$ cat src/rtl/mmu_pkg.sv
// Shared MMU definitions: TLB op encodings, sequencer states and packed-entry layout.
package mmu_pkg;

  typedef enum logic [1:0] {
    OP_TLBR  = 2'd0,
    OP_TLBWI = 2'd1,
    OP_TLBWR = 2'd2,
    OP_TLBP  = 2'd3
  } op_type_e;

  typedef enum logic [2:0] {
    ST_IDLE  = 3'd0,
    ST_READ  = 3'd1,
    ST_WRITE = 3'd2,
    ST_PROBE = 3'd3,
    ST_DONE  = 3'd4
  } seq_state_e;

  localparam int ENTRY_W      = 90;
  localparam int PAGEMASK_LSB = 78;
  localparam int PAGEMASK_W   = 12;
  localparam int VPN2_LSB     = 59;
  localparam int VPN2_W       = 19;
  localparam int ASID_LSB     = 51;
  localparam int ASID_W       = 8;
  localparam int G_BIT        = 50;
  localparam int LO0_LSB      = 25;
  localparam int LO1_LSB      = 0;
  localparam int LO_W         = 25;
  localparam int PROBE_PAD_W  = 13;

  localparam int TLBP_MISS_BIT = 31;

  function automatic logic [31:0] probe_addr(input logic [ENTRY_W-1:0] entry);
    return {entry[VPN2_LSB +: VPN2_W], {PROBE_PAD_W{1'b0}}};
  endfunction

endpackage

$ cat src/rtl/tlb_op_sequencer_random.sv
// Random register: counts down from the top index, wraps at or below Wired, forced to the top on a Wired write.
module tlb_random_counter
  import mmu_pkg::*;
#(
  parameter int              IDX_W        = 5,
  parameter logic [IDX_W-1:0] RANDOM_RESET = '1
) (
  input  logic             clk,
  input  logic             rst,
  input  logic [IDX_W-1:0] wired,
  input  logic             wired_wr,
  output logic [IDX_W-1:0] random
);

  always_ff @(posedge clk) begin
    if (rst) begin
      random <= RANDOM_RESET;
    end else if (wired_wr || (random <= wired)) begin
      random <= RANDOM_RESET;
    end else begin
      random <= random - IDX_W'(1);
    end
  end

endmodule

$ cat src/rtl/tlb_op_sequencer.sv
// CP0 TLB maintenance sequencer (TLBR/TLBWI/TLBWR/TLBP) driving the MMU TLB port.
// Optional flush pulse after TLB writes when TLB_OP_FLUSH_EN is defined.
//   state | meaning
//   IDLE  | ready, accepts an op
//   READ  | phase 0 issue rtlb, phase 1 capture tlbr_result
//   WRITE | single wtlb strobe
//   PROBE | phase 0 issue, phase 1 sample tlbp_result, phase 2 settle
//   DONE  | op_done plus write-back strobe
module tlb_op_sequencer
  import mmu_pkg::*;
#(
  parameter  int TLB_ENTRIES  = 32,
  parameter  int RANDOM_RESET = TLB_ENTRIES - 1,
  localparam int IDX_W        = $clog2(TLB_ENTRIES)
) (
  input  logic               clk,
  input  logic               rst,
  input  logic               op_valid,
  input  logic [1:0]         op_type,
  output logic               op_ready,
  output logic               stall_o,
  input  logic [IDX_W-1:0]   cp0_index,
  input  logic [IDX_W-1:0]   cp0_wired,
  input  logic               wired_wr,
  input  logic [ENTRY_W-1:0] cp0_entry,
  output logic               rtlb,
  output logic               wtlb,
  output logic [IDX_W-1:0]   tlb_addr,
  output logic [ENTRY_W-1:0] tlb_wdata,
  output logic [31:0]        probe_vaddr,
  output logic               probe_sel,
  input  logic [ENTRY_W-1:0] tlbr_result,
  input  logic [31:0]        tlbp_result,
  output logic               op_done,
  output logic               entry_we,
  output logic [ENTRY_W-1:0] entry_wdata,
  output logic               index_we,
  output logic [31:0]        index_wdata,
  output logic [IDX_W-1:0]   random_o
`ifdef TLB_OP_FLUSH_EN
  ,
  output logic               flush_o
`endif
);

  localparam logic [1:0] READ_CAP  = 2'd1;
  localparam logic [1:0] PROBE_CAP = 2'd1;
  localparam logic [1:0] PROBE_END = 2'd2;

  seq_state_e          state_q, state_d;
  logic [1:0]          phase_q;
  op_type_e            op_q;
  logic [IDX_W-1:0]    idx_q;
  logic [ENTRY_W-1:0]  entry_q;
  logic [ENTRY_W-1:0]  entry_wdata_q;
  logic [31:0]         index_wdata_q;
  logic                accept;

  assign accept = op_valid && (state_q == ST_IDLE);

  tlb_random_counter #(
    .IDX_W        (IDX_W),
    .RANDOM_RESET (IDX_W'(RANDOM_RESET))
  ) u_random (
    .clk      (clk),
    .rst      (rst),
    .wired    (cp0_wired),
    .wired_wr (wired_wr),
    .random   (random_o)
  );

  always_ff @(posedge clk) begin
    if (rst) begin
      state_q <= ST_IDLE;
      phase_q <= 2'd0;
    end else begin
      state_q <= state_d;
      phase_q <= (state_d != state_q) ? 2'd0 : phase_q + 2'd1;
    end
  end

  always_comb begin
    state_d = state_q;
    case (state_q)
      ST_IDLE: begin
        if (op_valid) begin
          case (op_type)
            OP_TLBR:  state_d = ST_READ;
            OP_TLBP:  state_d = ST_PROBE;
            default:  state_d = ST_WRITE;
          endcase
        end
      end
      ST_READ:  if (phase_q == READ_CAP)  state_d = ST_DONE;
      ST_WRITE: state_d = ST_DONE;
      ST_PROBE: if (phase_q == PROBE_END) state_d = ST_DONE;
      ST_DONE:  state_d = ST_IDLE;
      default:  state_d = ST_IDLE;
    endcase
  end

  always_comb begin
    op_ready  = (state_q == ST_IDLE);
    stall_o   = (state_q != ST_IDLE) || op_valid;
    rtlb      = 1'b0;
    wtlb      = 1'b0;
    probe_sel = 1'b0;
    op_done   = 1'b0;
    entry_we  = 1'b0;
    index_we  = 1'b0;
    case (state_q)
      ST_READ:  rtlb      = (phase_q == 2'd0);
      ST_WRITE: wtlb      = 1'b1;
      ST_PROBE: probe_sel = (phase_q != PROBE_END);
      ST_DONE: begin
        op_done  = 1'b1;
        entry_we = (op_q == OP_TLBR);
        index_we = (op_q == OP_TLBP);
      end
      default: ;
    endcase
  end

  // TLBWR targets the Random value seen at accept; Random keeps moving while busy.
  always_ff @(posedge clk) begin
    if (rst) begin
      op_q          <= OP_TLBR;
      idx_q         <= '0;
      entry_q       <= '0;
      entry_wdata_q <= '0;
      index_wdata_q <= '0;
    end else begin
      if (accept) begin
        op_q    <= op_type_e'(op_type);
        entry_q <= cp0_entry;
        idx_q   <= (op_type == OP_TLBWR) ? random_o : cp0_index;
      end
      if ((state_q == ST_READ) && (phase_q == READ_CAP))
        entry_wdata_q <= tlbr_result;
      if ((state_q == ST_PROBE) && (phase_q == PROBE_CAP))
        index_wdata_q <= tlbp_result;
    end
  end

  assign tlb_addr    = idx_q;
  assign tlb_wdata   = entry_q;
  assign probe_vaddr = probe_addr(entry_q);
  assign entry_wdata = entry_wdata_q;
  assign index_wdata = index_wdata_q;

`ifdef TLB_OP_FLUSH_EN
  // WRITE always leads to DONE, so this flop lines up with op_done.
  always_ff @(posedge clk) begin
    if (rst) flush_o <= 1'b0;
    else     flush_o <= (state_q == ST_WRITE);
  end
`endif

endmodule

$ cat config.mk
export PLATFORM = sky130hd
export DESIGN_NAME = tlb_op_sequencer
export DESIGN_NICKNAME = d
export VERILOG_FILES = /design/src/rtl/mmu_pkg.sv /design/src/rtl/tlb_op_sequencer_random.sv /design/src/rtl/tlb_op_sequencer.sv
export SDC_FILE = /design/constraint.sdc
export NUM_CORES = 1
export LEC_CHECK = 0
export ABC_AREA = 1
export BUFFER_PORTS_ARGS = -buffer_cell sky130_fd_sc_hd__buf_2
export CORE_AREA = 2 2 192 194
export CTS_BUF_LIST = sky130_fd_sc_hd__clkbuf_8
export DETAILED_ROUTE_END_ITERATION = 10
export DIE_AREA = 0 0 194 196
export GPL_ROUTABILITY_DRIVEN = 0
export PLACE_DENSITY = 0.57
export SKIP_CTS_REPAIR_TIMING = 1
export SLEW_MARGIN = 20
export SYNTH_ARGS = -nofsm -noshare
export SYNTH_HDL_FRONTEND = slang
export SYNTH_SLANG_ARGS = --single-unit
export TNS_END_PERCENT = 10
$ cat constraint.sdc
create_clock -name clk -period 2.4 [get_ports clk]
set_input_delay 0.12 -clock clk [delete_from_list [all_inputs] [get_ports clk]]
set_output_delay 0.12 -clock clk [all_outputs]
set_load 0.02 [all_outputs]
==> impl_metrics.csv <==
group,metric,value,unit
status,outcome,"finished clean",
routing,wire_per_inst,13.9,um
power,p_per_area,750,mW/mm2
routing,wl_met3,2.36,mm
power,seqPwrFrac,41.9,%
timing,finalHoldViolCount,0,
placed_design,io_buffers,476,
worst_setup_path,critPathLaunch,"state_q[0]",
hold_path,min_path_type,"input port to register",
placed_design,placedCellCount,1949,
routing,drt-met1-wl,12.9,mm
worst_setup_path,cp_data_arrival_time,2.43,ns
power,p_int,7.09,mW
routing,dr.pass1.iters,5,
run,timing.max_cap.violations,0,
routing,detail-route-antenna-nets,0,
worst_setup_path,worstSetupPathType,"register to register",
worst_setup_path,crit_cells,7,
finish,fin_nets,1982,
floorplan,initial_core_util,23.8,%
power,vdd_drop_max,0.430,mV
synthesis,synth.distinct_cells,29,
timing,clock_skew,0.0249,ns
power,clockPowerShare,33.0,%
placed_design,place_hpwl,20.1,mm
routing,drtIter0Drc,373,
worst_setup_path,crit_required,2.89,ns
floorplan,ioPinCount,490,
timing,rsz0062_at_grt,"false",
routing,routed-via-count,9510,
timing,slew_headroom,38.5,%
grt,antenna_found_initial,0,
timing,worst_slack,0.461,ns
cts,cts.sinks,229,
timing,finalSetupTns,0,ns
synthesis,synth-seq-cells,229,
grt,track_usage,14.1,%
routing,dr.max_layer_used,"met4",
finish,area_delta_synth_final,64.1,%
timing,tightest_slew,0.922,ns
synthesis,ys_warn_count,0,
worst_setup_path,critical-path-top-delay-family,"simple AND/OR/NAND/NOR gates",
worst_setup_path,worst-r2r-cell-count,7,
finish,antenna_cells,0,
routing,drc,0,
worst_setup_path,start_kind,"register",
worst_setup_path,cp_max_fo,28,
routing,routed-wl-met2,15.2,mm
cts,clk_latency,0.57,ns
synthesis,synth_cells,1082,
cts,cts.reportedPaths.clkPinSlew,0.06,ns
finish,nFillCells,3638,
cts,cts_buffer_depth,3,
grt,grt_pass1_vias,8293,
timing,finalMaxSlewViolations,0,
routing,wl,31.0,mm
finish,instances_no_fill,2238,
placed_design,place_ws,0.462,ns
synthesis,synth_area,0.00859,mm2
finish,layout-drive-gt1-share,31.5,%
grt,grt_start_max_net_pins,105,
worst_setup_path,crit_slowest_cell,"dfxtp_1",
worst_setup_path,reg2reg_from,"state_q[0]",
power,total_leakage_power,6.81,nW
finish,final_area,0.0141,mm2
floorplan,core_area,0.0361,mm2
worst_setup_path,cpPeakStageDelay,0.44,ns
cts,tritoncts,"done",
worst_setup_path,end_kind,"register",
power,p_comb_share,25.0,%
timing,hold_slack,0.0703,ns
timing,setup_viol,0,
power,swShare,32.9,%
placed_design,placed_area,0.0111,mm2
synthesis,yosysSeqAreaShare,53.4,%
floorplan,die_y,196,um
floorplan,rows,70,
timing,fmax,516,MHz
finish,final_core_util,39.0,%
grt,grt_pass1_wl,43.7,mm
cts,clockRootBuffer,"clkbuf_8",
worst_setup_path,ff2ff_setup_slack,0.46,ns
timing,finalCritPeriodShare,80.8,%
cts,cts_inserted_buffers,40,
worst_setup_path,critPathBufInv,3,
routing,vias_per_cell,4.25,
synthesis,syn_area_per_cell,7.94,um2
floorplan,die-area,0.0380,mm2
worst_setup_path,timing.rr.end,"entry_wdata[22]",
grt,grt-ovfl-total,0,
power,p_sw,3.48,mW
cts,htree_levels,2,
floorplan,die_x,194,um
power,total_power,10.6,mW
worst_setup_path,cp-endpoint,"entry_wdata[22]",
worst_setup_path,path_cells,"inv_2 -> nor2_2 -> nand3_4 -> inv_2 -> buf_4 -> nor2_1 -> nor2_1",
timing,fin_crit,1.94,ns
synthesized netlist by cell type (all sizes together):
library cell | instances | share of area [%]
xor2 | 1 | 0.10
nand3 | 39 | 2.3
clkbuf | 31 | 1.4
a31oi | 2 | 0.15
o21ai | 190 | 11
buf | 75 | 6.4
mux2i | 5 | 0.58
conb | 1 | 0.044
nand2 | 43 | 1.9
nor2 | 375 | 17
ha | 11 | 1.6
inv | 28 | 1.2
xnor2 | 2 | 0.20
nor3 | 4 | 0.23
a21oi | 41 | 2.4
nand4 | 3 | 0.22
o221ai | 1 | 0.10
dfxtp | 229 | 53
nand3b | 1 | 0.087
layout by cell type, fill, tap and decap left out, types with 2 or more instances in the layout:
| cell | instances |
|---|---|
| inv_2 | 4 |
| nor3_1 | 4 |
| clkbuf_8 | 47 |
| mux2i_1 | 5 |
| xnor2_1 | 2 |
| ha_1 | 11 |
| conb_1 | 13 |
| dfxtp_1 | 229 |
| nand3_1 | 38 |
| o21ai_0 | 66 |
| o21ai_1 | 124 |
| buf_4 | 13 |
| buf_12 | 4 |
| clkinv_2 | 3 |
| dlygate4sd3_1 | 220 |
| inv_1 | 39 |
| a31oi_1 | 2 |
| nor2_2 | 3 |
| nand2_1 | 42 |
| buf_2 | 476 |
| nand4_1 | 3 |
| a21oi_1 | 41 |
| nor2_1 | 371 |
registers in the layout, summed over array words and instances, names as in the netlist:
signal / cells
u_random.random: 5
index_wdata: 32
phase_q: 2
op_q: 2
tlb_addr: 5
state_q: 3
tlb_wdata: 90
entry_wdata: 90
power by group through the flow:
stage,combinational (mW),clock (mW),sequential [mW]
after floorplan,1.12,0,4.96
after global placement,2.34,0,4.49
after detailed placement,2.36,0,4.50
after CTS,2.36,3.66,4.43
after global routing,2.88,3.80,4.48
final,2.65,3.49,4.43
layer usage:
layer  up-vias  global-route usage (%)
li1       4781                       -
met1      4309                    17.0
met2       371                    23.4
met3        49                    4.97
met4         0                    4.99
met5         -                       0
area by class of cell:
| cell class | instances | area (um2) | area share [%] |
|---|---|---|---|
| Multi-Input combinational cell | 731 | 3280 | 23.3 |
| Clock buffer | 47 | 647 | 4.59 |
| Timing Repair Buffer | 713 | 4760 | 33.8 |
| Clock inverter | 22 | 121 | 0.861 |
| Tap cell | 468 | 586 | 4.16 |
| Sequential cell | 229 | 4580 | 32.5 |
| Inverter | 28 | 108 | 0.764 |
worst min-delay path by stage:
stage / startpoint / to / slack, ns / cells after the start
final: op_valid / phase_q[0] / 0.07 / 6
after global placement: cp0_entry[78] / tlb_wdata[78] / 0.34 / 3
after detailed placement: cp0_entry[80] / tlb_wdata[80] / 0.35 / 3
after CTS: cp0_entry[67] / tlb_wdata[67] / -0.30 / 3
after floorplan: cp0_entry[44] / tlb_wdata[44] / 0.25 / 2
after global routing: op_valid / phase_q[0] / 0.06 / 6
logic make-up (layout without fill, tap and decap cells):
kind of cell               count (synthesis)  after routing  synth area share, %
xor gates and xnor gates                   3              3                0.306
AOI/OAI and AO/OA                        234            234                 13.7
adders and majority gates                 11             11                 1.60
DFF                                      229            229                 53.4
muxes                                      5              5                0.583
other                                      1             13               0.0437
buffers and inverters                    134            810                 9.01
and+or+nand+nor                          465            465                 21.3
worst register-to-register path, delay by kind of cell, from the launching register on:
kind	cells	cell delay (ns)
flops	1	0.44
simple gates	4	0.77
buf+inv	3	0.64
(Power assumes the default switching activity.)
